==> config.mk <==
export PLATFORM = sky130hd
export DESIGN_NAME = calc_sequencer
export DESIGN_NICKNAME = d
export VERILOG_FILES = /design/src/rtl/calc_pkg.sv /design/src/rtl/serial_full_adder.sv /design/src/rtl/calc_sequencer.sv
export SDC_FILE = /design/constraint.sdc
export NUM_CORES = 1
export LEC_CHECK = 0
export BUFFER_PORTS_ARGS = -buffer_cell sky130_fd_sc_hd__buf_2
export CAP_MARGIN = 25
export CORE_MARGIN = 2
export CORE_UTILIZATION = 40
export CTS_CLUSTER_DIAMETER = 150
export DETAILED_ROUTE_END_ITERATION = 10
export GPL_TIMING_DRIVEN = 0
export PLACE_DENSITY_LB_ADDON = 0.15
export SYNTH_ARGS = -nofsm -noshare
export SYNTH_HDL_FRONTEND = slang
export SYNTH_HIERARCHICAL = 1
export SYNTH_SLANG_ARGS = --single-unit
==> constraint.sdc <==
create_clock -name Clock -period 1.26 [get_ports Clock]
set_clock_uncertainty 0.05 [all_clocks]
set_input_delay 0.252 -clock Clock [delete_from_list [all_inputs] [get_ports Clock]]
set_output_delay 0.252 -clock Clock [all_outputs]
set_load 0.005 [all_outputs]
==> src/rtl/calc_pkg.sv <==
// Shared types and constants for the calculator arithmetic sequencer.
package calc_pkg;

  typedef enum logic [1:0] {
    IDLE  = 2'd0,
    SHIFT = 2'd1,
    DONE  = 2'd2
  } calc_state_t;

  localparam logic OP_ADD = 1'b0;
  localparam logic OP_SUB = 1'b1;

  localparam int CALC_WIDTH = 8;

  localparam logic [CALC_WIDTH-1:0] CALC_SAT_MAX = {1'b0, {(CALC_WIDTH-1){1'b1}}};
  localparam logic [CALC_WIDTH-1:0] CALC_SAT_MIN = {1'b1, {(CALC_WIDTH-1){1'b0}}};

endpackage

==> src/rtl/serial_full_adder.sv <==
// Combinational 1-bit full adder used by the bit-serial datapath.
module serial_full_adder (
  input  logic i_a,
  input  logic i_b,
  input  logic i_cin,
  output logic o_sum,
  output logic o_cout
);

  assign o_sum  = i_a ^ i_b ^ i_cin;
  assign o_cout = (i_a & i_b) | (i_cin & (i_a ^ i_b));

endmodule

==> src/rtl/calc_sequencer.sv <==
// Bit-serial add/subtract sequencer owning the calculator memory register.
// Optional CALC_SATURATE_EN clamps overflowing results to the signed limits.
module calc_sequencer
  import calc_pkg::*;
#(
  parameter int WIDTH = CALC_WIDTH
) (
  input  logic             Clock,
  input  logic             clear,
  input  logic             start,
  input  logic             operation,
  input  logic [WIDTH-1:0] numberA,
  input  logic [WIDTH-1:0] numberB,
  input  logic             autoStore,
  input  logic             saveReq,
  input  logic [WIDTH-1:0] saveData,
  output logic             busy,
  output logic             done,
  output logic [WIDTH-1:0] result,
  output logic             overflow,
  output logic             saveAck,
  output logic [WIDTH-1:0] memoryOut,
  output calc_state_t      stateDbg
);

  localparam int CW = (WIDTH > 1) ? $clog2(WIDTH) : 1;
  localparam logic [CW-1:0] LAST_BIT = CW'(WIDTH - 1);

  calc_state_t r_state, w_next_state;

  logic [WIDTH-1:0] r_a, r_b, r_sum, r_result, r_mem;
  logic [CW-1:0]    r_cnt;
  logic             r_carry, r_auto, r_ovf, r_save_ack;

  logic             w_sum, w_cout, w_last, w_ovf, w_wb, w_save;
  logic [WIDTH-1:0] w_raw, w_final;

  serial_full_adder u_fa (
    .i_a   (r_a[0]),
    .i_b   (r_b[0]),
    .i_cin (r_carry),
    .o_sum (w_sum),
    .o_cout(w_cout)
  );

  assign w_last = (r_cnt == LAST_BIT);
  assign w_raw  = {w_sum, r_sum[WIDTH-1:1]};
  assign w_ovf  = r_carry ^ w_cout;

`ifdef CALC_SATURATE_EN
  localparam logic [WIDTH-1:0] SAT_MAX = {1'b0, {(WIDTH-1){1'b1}}};
  localparam logic [WIDTH-1:0] SAT_MIN = {1'b1, {(WIDTH-1){1'b0}}};
  // On the final bit r_a[0] is the sign of operand A.
  assign w_final = w_ovf ? (r_a[0] ? SAT_MIN : SAT_MAX) : w_raw;
`else
  assign w_final = w_raw;
`endif

  // Write-back has priority; a save is acked at most once per request.
  assign w_wb   = (r_state == DONE) && r_auto;
  assign w_save = saveReq && !w_wb && !r_save_ack;

  always_ff @(posedge Clock) begin
    if (clear) r_state <= IDLE;
    else       r_state <= w_next_state;
  end

  always_comb begin
    w_next_state = r_state;
    case (r_state)
      IDLE:    if (start) w_next_state = SHIFT;
      SHIFT:   if (w_last) w_next_state = DONE;
      DONE:    w_next_state = IDLE;
      default: w_next_state = IDLE;
    endcase
  end

  always_comb begin
    busy = (r_state != IDLE);
    done = (r_state == DONE);
  end

  always_ff @(posedge Clock) begin
    if (clear) begin
      r_a        <= '0;
      r_b        <= '0;
      r_sum      <= '0;
      r_result   <= '0;
      r_mem      <= '0;
      r_cnt      <= '0;
      r_carry    <= 1'b0;
      r_auto     <= 1'b0;
      r_ovf      <= 1'b0;
      r_save_ack <= 1'b0;
    end else begin
      case (r_state)
        IDLE: begin
          if (start) begin
            r_a     <= numberA;
            r_b     <= (operation == OP_SUB) ? ~numberB : numberB;
            r_carry <= operation;
            r_cnt   <= '0;
            r_auto  <= autoStore;
          end
        end
        SHIFT: begin
          r_sum   <= w_raw;
          r_a     <= r_a >> 1;
          r_b     <= r_b >> 1;
          r_carry <= w_cout;
          r_cnt   <= r_cnt + 1'b1;
          if (w_last) begin
            r_result <= w_final;
            r_ovf    <= w_ovf;
          end
        end
        default: ;
      endcase
      if (w_wb)        r_mem <= r_result;
      else if (w_save) r_mem <= saveData;
      r_save_ack <= w_save;
    end
  end

  assign result    = r_result;
  assign overflow  = r_ovf;
  assign saveAck   = r_save_ack;
  assign memoryOut = r_mem;
  assign stateDbg  = r_state;

endmodule

==> results.txt <==
----------------------------------------------------
[Routing]
  Residual DRC ... 0
  Detailed-router iteration count before antenna repair ... 4
  DR vias ... 1,802
  Post-DRT Antenna Nets ... 0
  Via density per instance ... between 4 and 5
  Post-Route WL ... slightly below 5000 um
  Average wire per cell in the routed design ... between 10 and 15 um
  Number of DRC markers in iteration 0 ... between 90 and 100

[Timing]
  Final critical-path setup slack ... -238.3 ps
  Least-Margin Pin Slew ... 672.5 ps
  Setup violations, final ... 38
  Final Hold Slack ... 150.6 ps
  Worst slew margin ... ~55%
  Final Hold Violating Endpoints ... 0
  Total negative slack for setup checks ... -3490 ps
  Peak clock frequency supported by timing ... 667.4 MHz
  Ratio of final minimum period to clock period ... 118.9%
  Slew Viols, Final ... 0
  Crit path time final ... ~1500 ps
  Setup repair after global routing missed its margin ... true

[Synthesis]
  Flop and latch count out of synthesis ... between 40 and 50
  Number of flops mapped to enable cells by yosys ... 0
  Post-synthesis average cell area ... ~9.6 sq um
  Syn nets ... 253
  Most used flip-flop cell after synthesis ... dfxtp_1
  Ys Warns ... 6
  Part of the Yosys area used for sequential elements ... a little under half
  Area of the mapped netlist ... roughly 2100 sq um
  Number of distinct standard cells referenced by the synthesized netlist ... 35
  Post-synthesis instance total ... 220
  Synth top area share ... a little under half
  Cell type with the largest total area after synthesis ... dfxtp_1
  Top area cells in the synthesized netlist ... dfxtp_1 45%, mux2i_1 8.5%, a211oi_2 4.7%
  Fraction of registers with async set/reset ... 0%

[Worst setup path]
  Max incr delay on CP ... roughly 340 ps
  Most frequent cell on the critical path ... buf_8
  Maximum fanout encountered on the critical timing path ... 3
  Setup crit start kind ... flop
  Cell type of the slowest stage on the worst timing path ... dfxtp_2
  Cell breakdown of the critical path ... buf_8, buf_8, or2_4, buf_6
  Worst EP arrival ... roughly 1200 ps
  CP Data Required Time ... between 900 and 1000 ps
  Start-to-end type of the worst setup path ... reg2out
  Gate family responsible for the most delay along the worst path ... flip-flops
  Critical path endpoint category ... output port
  Buf/Inv on CP ... 3

[Hold path]
  Worst Hold Class ... in2reg

[Die]
  Core Box Area ... ~5000 sq um
  Floorplan die height ... approximately 77 um
  Number of I/O pins ... between 50 and 60
  Horizontal extent of the die ... ~77 um
  Floorplan row count ... 26
  Die area ... a little under 6000 sq um
  Initial Utilization ... between 40% and 50%

[Layout]
  FILL cells ... a little over 500
  Filler-free cell count of the finished design ... ~360
  Commonest non-fill, non-tap cells in the layout ... 51 x buf_2, 44 x dfxtp_1, 25 x nand2_1, 18 x nor2_1, 17 x a21oi_1
  Number of nets at the end of the flow ... around 330
  Most common cell after layout, fill and taps aside ... buf_2
  Antenna diode instance count ... 0
  Fraction of layout cells with a size suffix above 1 ... a little over two fifths
  Final design instance area without fill ... approximately 2900 sq um
  Growth of design area from synthesis to finish ... 37.21%
  Final core utilization ... approximately 57%

[Global route]
  Number of antenna violations at the first check in global routing ... 0
  Total congestion overflow after global routing ... 0
  Overall fraction of global-route tracks in use ... 17.30%
  Maximum number of pins on one net before global-route repair ... 15
  Global-route wire length before repair ... about 8200 um
  Via count of the first global-routing pass ... 1,710

[Clock tree]
  Buffer type at the clock tree root ... clkbuf_8
  CTS tree ... done
  TritonCTS sink count ... 48
  Buffer depth of the longest clock path ... 2
  Post-CTS Hold Fix Bufs ... 0
  CTS H-tree lvls ... 2
  Latest clock arrival within the worst-skew pair ... about 300 ps
  CTS Buf Count ... 5
  Clock slew at the register clock pins of the worst setup and hold paths ... about 90 ps

[Power]
  Tot Pwr ... 3.240 mW
  Worst IR Drop VDD ... 0.6161 mV
  Leakage dissipation ... approximately 1.2 nW
  Power density of the placed cells ... roughly 1100 nW/um^2

[Flow run]
  Max-cap check violation count ... 0

[Run status]
  Status ... finished, violations left
  Violated checks ... setup timing

[Place]
  Number of I/O port buffers ... 50
  Placed cells ... 340
  Global placement routability congestion ... 0.7575
  Post-Place Cell Area ... approximately 2500 sq um
  Pre-CTS WS ... -119.0 ps
  Detailed placer's ending HPWL ... 3240 um

----------------------------------------------------
## sequential cells by signal, summed over array words and instances (netlist names)
| signal | flops |
|---|---|
| stateDbg | 2 |
| r_auto | 1 |
| r_sum | 7 |
| result | 8 |
| overflow | 1 |
| r_a | 8 |
| saveAck | 1 |
| memoryOut | 8 |
| r_b | 8 |
| r_carry | 1 |
| r_cnt | 3 |
## synthesized netlist by cell type (all sizes together) (4+ instances only)
library cell / count
a21oi: 17
nor2: 21
xnor2: 8
nand2: 25
nand3: 9
o22ai: 7
mux2i: 18
a211oi: 16
buf: 14
nand2b: 4
a22oi: 9
dfxtp: 48
## area by class of cell
class | instances | area, sq um | area share, %
clock inverters | 2 | 35.03 | 1.203
inverters | 1 | 3.754 | 0.1289
multi-input cells | 154 | 1164 | 39.97
well taps | 70 | 87.58 | 3.008
plain buffers | 16 | 145.1 | 4.985
repair buffers | 67 | 432.9 | 14.87
flip-flops and latches | 48 | 970.9 | 33.35
clock buffers | 6 | 72.57 | 2.492
## report_power, final
group | switching [mW] | internal [mW]
Combinational | 0.236 | 0.278
Clock | 0.498 | 0.589
Sequential | 0.0514 | 1.59
## timing repair
item	4_1_cts	5_1_grt
pin swaps	5	4
setup endpoints to repair	42	48
buffers inserted	16	1
gates cloned	0	0
resized for setup	27	14
## logic make-up (layout without fill, tap and decap cells)
family / Yosys count / count (layout) / share of synthesized area (%)
AND/OR/NAND/NOR: 69 / 69 / 15.39
AO/OA/AOI/OAI: 54 / 54 / 19.10
flip-flops: 48 / 48 / 45.28
multiplexers: 19 / 19 / 9.021
buffers and inverters: 18 / 92 / 5.366
XOR/XNOR: 9 / 9 / 3.715
adder cells (fa/ha/maj): 3 / 3 / 2.122
## final timing paths
kind / startpoint / endpoint / slack [ps] / depth (start not counted)
worst max-delay path: stateDbg[0]$_SDFFE_PP0P_ / busy / -240 / 4
worst max register to register: stateDbg[0]$_SDFFE_PP0P_ / r_b[6]$_SDFFE_PP0P_ / -180 / 7
worst min-delay path: autoStore / r_auto$_SDFFE_PP0P_ / 150 / 3
worst min register to register: r_sum[1]$_SDFFE_PP0P_ / r_sum[1]$_SDFFE_PP0P_ / 410 / 2
## metal layers
metal / vias to the layer above / track usage [%] / share of wire (%)
met1: 842 / 21.82 / 46
met4: 0 / 4.909 / 1.2
li1: 925 / - / -
met5: - / 0 / 0
met3: 5 / 4.471 / 3.4
met2: 30 / 29.12 / 50
## worst reg2reg max path, cell delays in order (launching register included)
cell and delay, ps:
dfxtp_2 340, buf_8 120, buf_6 140, nor2b_1 130, buf_4 150, buf_6 140, a22oi_1 140, o22ai_1 100
Note: power is estimated with default switching activity, not from simulation.
